===== src/rtl/sipo_deser.sv =====
`default_nettype none
// sipo_deser: parametrised serial-to-parallel deserialiser with valid/ready holding register and sticky overrun.
// Build option SIPO_PARITY_EN: each frame carries a trailing even-parity bit, reported on p_perr.
module sipo_deser #(
  parameter int WIDTH     = 8,
  parameter int MSB_FIRST = 1
) (
  input  logic             clk,
  input  logic             reset,
  input  logic             s_valid,
  input  logic             s_data,
  input  logic             sync,
  output logic [WIDTH-1:0] p_data,
  output logic             p_valid,
  input  logic             p_ready,
  output logic             overrun,
  input  logic             ovr_clr,
  output logic             p_perr
);

`ifdef SIPO_PARITY_EN
  localparam int FRAME = WIDTH + 1;
`else
  localparam int FRAME = WIDTH;
`endif
  localparam int            CW   = $clog2(FRAME + 1);
  localparam logic [CW-1:0] LAST = CW'(FRAME - 1);

  logic [CW-1:0]    cnt;
  logic [CW-1:0]    cnt_next;
  logic [CW-1:0]    slot;
  logic [WIDTH-1:0] sr;
  logic [WIDTH-1:0] sr_base;
  logic [WIDTH-1:0] sr_next;
  logic [WIDTH-1:0] word;
  logic             complete;
  logic             hold_free;
  logic             load;

  // sync makes the current cycle look like the start of a fresh frame.
  always_comb begin
    slot    = sync ? '0 : cnt;
    sr_base = sync ? '0 : sr;
    word    = sr_base;
    for (int i = 0; i < WIDTH; i++) begin
      if (slot == CW'((MSB_FIRST != 0) ? (WIDTH - 1 - i) : i)) begin
        word[i] = s_data;
      end
    end
    complete  = s_valid && (slot == LAST);
    hold_free = !p_valid || p_ready;
    load      = complete && hold_free;

    cnt_next = slot;
    sr_next  = sr_base;
    if (s_valid) begin
      sr_next  = word;
      cnt_next = complete ? '0 : (slot + CW'(1));
    end
  end

  always_ff @(posedge clk) begin
    if (!reset) begin
      cnt     <= '0;
      sr      <= '0;
      p_data  <= '0;
      p_valid <= 1'b0;
      overrun <= 1'b0;
    end else begin
      cnt <= cnt_next;
      sr  <= sr_next;
      if (load) begin
        p_data  <= word;
        p_valid <= 1'b1;
      end else if (p_valid && p_ready) begin
        p_valid <= 1'b0;
      end
      // A fresh overrun takes priority over a clear in the same cycle.
      if (complete && !hold_free) begin
        overrun <= 1'b1;
      end else if (ovr_clr) begin
        overrun <= 1'b0;
      end
    end
  end

`ifdef SIPO_PARITY_EN
  // On completion the incoming bit is the parity bit; sr_base holds the full data word.
  always_ff @(posedge clk) begin
    if (!reset) begin
      p_perr <= 1'b0;
    end else if (load) begin
      p_perr <= (^sr_base) ^ s_data;
    end
  end
`else
  assign p_perr = 1'b0;
`endif

endmodule
`default_nettype wire


===== config.mk =====
export PLATFORM = sky130hd
export DESIGN_NAME = sipo_deser
export DESIGN_NICKNAME = d
export VERILOG_FILES = /design/src/rtl/sipo_deser.sv
export SDC_FILE = /design/constraint.sdc
export NUM_CORES = 1
export LEC_CHECK = 0
export BUFFER_PORTS_ARGS = -buffer_cell sky130_fd_sc_hd__buf_2
export CORE_UTILIZATION = 52
export CTS_CLUSTER_DIAMETER = 50
export CTS_CLUSTER_SIZE = 16
export DETAILED_ROUTE_END_ITERATION = 7
export PLACE_DENSITY = 0.86
export SYNTH_ARGS = -nofsm -noshare
export SYNTH_HDL_FRONTEND = slang
export SYNTH_SLANG_ARGS = --single-unit

===== constraint.sdc =====
create_clock -name clk -period 1.7 [get_ports clk]
set_clock_uncertainty 0.1 [all_clocks]
set_input_delay 0.085 -clock clk [delete_from_list [all_inputs] [get_ports clk]]
set_output_delay 0.085 -clock clk [all_outputs]
set_load 0.005 [all_outputs]

==> results.txt <==
Leakage -> 0.475 nW
Die area -> 2070 sq um
Final Max Slew Viols -> 0
Outcome -> finished, final reports clean
Synth Area per Inst -> 9.20 sq um
RSZ-0062 raised after global routing -> false
#FFs+latches synth -> 21
Register area share after synthesis -> 42.7%
Port bufs -> 16
H-tree Lvls -> 1
Hold crit path type -> in2reg
PostCTS Resize Cnt -> 0
Core Box Area -> 1750 sq um
Nets -> 131
Setup CP Type -> reg2reg
Leading area contributor after synthesis -> dfxtp_1
Kind of start point of the critical path -> flip-flop
Worst reg2reg endpoint -> p_data[5]
Final instance area -> 1100 sq um
Crit share post-route -> 94.5%
Total wire length -> 1790 um
Die W -> 45.5 um
Pin count of the biggest net entering global routing -> 15
Rows -> 15
Worst Setup SP -> cnt[2]
PwrDens -> 729 nW/um^2
Syn Nets -> 114
CTS tree -> yes
Vias -> 781
Cell count after synthesis -> 107
Critical path's largest stage delay -> 0.46 ns
R2r setup slk -> 0.09 ns
Area contributors post-synth -> dfxtp_1 43%, mux2i_1 10%, nand2_1 4.2%
Netlist cell types -> 33
Hold Path Depth -> 3
Crit. End Element -> flip-flop
Bufs on Longest Clock Path -> 2
Vias per inst -> 5.28
Clock-pin slew on the worst setup and hold paths -> 0.11 ns
Grt total ovfl -> 0
WHS Endpoint -> p_valid
VDD IR max -> 0.419 mV
Hold Crit Start -> p_ready
Max-cap violations -> 0
DR WL/cell -> 12.1 um
Worst Path Buf+Inv -> 1
Syn-to-layout area delta -> 11.3%
Max Fclk -> 622 MHz
Initial DRC Count -> 14
EDFF count, synth -> 0
# diodes -> 0
Critical path arrival -> 1.74 ns
Setup TNS -> 0 ns
First-pass GRT wire length -> 2840 um
Insertion delay to the later sink of the worst-skew pair -> 0.30 ns
Top FF cell, synth -> dfxtp_1
Routability congestion estimate -> 0.791
YS warnings -> 0
Die height -> 45.5 um
Vias in the first global route -> 690
Final setup viols -> 0
Cell area after synthesis -> 985 sq um
Instance area at placement -> 1060 sq um
FF-to-FF Start -> cnt[2]
Top Ports -> 18
Worst Reg-to-Reg Cells -> 5
Drt drc -> 0
CP Data Required Time -> 1.84 ns
Clk sinks -> 21
Yosys top cell area share -> 42.7%
GRT Resource Usage Total -> 19.4%
Filler cells -> 159
Initial Util -> 56.4%
Asr flop ratio synth -> 0%
Crit-path cells -> nor3b_4, and3_1, buf_4, nand2_2, o22ai_1
Final antenna-violating net count -> 0
DR pass1 iterations -> 4
Final hold violation count -> 0
Crit-path slowest cell -> dfxtp_1
CP max FO -> 9
Fin crit period -> 1.61 ns
Layout cells sized above 1 -> 22.0%
CTS Root Cell -> clkbuf_4
Worst path top cell family by delay -> simple AND/OR/NAND/NOR gates
Initial antenna violation count -> 0
Detail Placement HPWL -> 1320 um
CTS buffer count -> 3
## per-stage QoR
step / util [%] / power (mW) / hold slack, ns / setup WS [ns] / std cells
after floorplan: - / 0.551 / 0.139 / 0.170 / 107
after global placement: 60.6 / 0.567 / 0.315 / 0.224 / 143
after detailed placement: 60.6 / 0.568 / 0.321 / 0.116 / 143
after CTS: 62.8 / 0.806 / 0.0128 / 0.0940 / 148
after global routing: 62.8 / 0.835 / 0.0163 / 0.0104 / 148
final: 62.8 / 0.799 / 0.0180 / 0.0927 / 148
## metal layers
layer	global-route usage [%]	wire length, um	vias up	share of wire (%)
met5	0	0	-	0
met1	22.7	822	360	46
li1	-	-	395	-
met4	10.9	24	0	1.3
met2	32.6	886	24	49
met3	3.97	60	2	3.3
## where the power goes
group          total [mW]  switching [mW]  internal [mW]
clock network       0.239           0.151         0.0879
logic              0.0609          0.0340         0.0269
registers           0.499         0.00243          0.496
total               0.799           0.188          0.611
## layout make-up
type / count / area, sq um / share of cell area [%]
sequential: 21 / 420 / 38.4
tap: 25 / 31.3 / 2.85
inverter: 2 / 7.51 / 0.685
multi-input combinational: 74 / 482 / 43.9
clock inverter: 1 / 5.00 / 0.457
timing repair buffer: 22 / 128 / 11.6
clock buffer: 3 / 22.5 / 2.05
## cell families (layout without fill, tap and decap cells)
kind of cell / count (synthesis) / after routing / share of synthesized area (%)
compound gates: 16 / 16 / 10.8
xor+xnor: 2 / 2 / 1.78
buf+inv: 12 / 28 / 8.39
flops: 21 / 21 / 42.7
mux: 10 / 10 / 10.2
other cells: 1 / 1 / 0.381
simple gates: 45 / 45 / 25.8
## sequential cells by signal (all words and copies together) (netlist names)
signal / cells
cnt: 4
overrun: 1
sr: 7
p_data: 8
p_valid: 1
## cells in the final DEF (no fill, tap or decap)
master / n
a211oi_1: 1
a21boi_0: 3
a21oi_1: 3
and2_1: 2
and3_1: 2
and3b_1: 1
buf_2: 16
buf_4: 5
clkbuf_4: 3
clkinv_2: 1
conb_1: 1
dfxtp_1: 21
dlygate4sd3_1: 1
inv_1: 2
mux2i_1: 10
nand2_1: 11
nand2_2: 1
nand2b_1: 5
nand3_1: 3
nand3b_1: 1
nand4b_1: 2
nor2_1: 9
nor2b_1: 3
nor3b_1: 2
nor3b_4: 1
nor4_1: 1
nor4b_1: 1
o211a_1: 2
o211ai_1: 1
o21ai_0: 3
o22ai_1: 3
xnor2_1: 2
## worst max-delay path by stage
stage / endpoint / slack [ns] / depth (start not counted)
floorplan: p_data[1] / 0.17 / 7
global placement: p_data[3] / 0.22 / 5
detailed placement: p_data[5] / 0.12 / 5
CTS: p_data[5] / 0.09 / 5
global route: p_data[5] / 0.01 / 5
finish: p_data[5] / 0.09 / 5
## what timing repair did
action | 4_1_cts | 5_1_grt
hold buffers | 1 | 0
hold endpoints to repair | 1 | 0
buffers inserted | 0 | 0
## synth_stat cells, types with 2 or more instances
master and number:
a21boi_0 3, a21oi_1 3, and2_1 2, and3_1 2, buf_6 2, clkbuf_1 4
dfxtp_1 21, inv_1 2, mux2i_1 10, nand2_1 11, nand2b_1 5, nand3_1 3
nand4b_1 2, nor2_1 9, nor2b_1 3, nor3b_1 2, o211a_1 2, o21ai_0 3
o22ai_1 3, xnor2_1 2
## worst register-to-register path: cells and delay by family, from the launching register on
kind | cells | cell delay (ns)
and+or+nand+nor | 3 | 0.59
DFF | 1 | 0.46
AOI/OAI and AO/OA | 1 | 0.17
buffers and inverters | 1 | 0.21
Power figures use the tool's default switching activity.
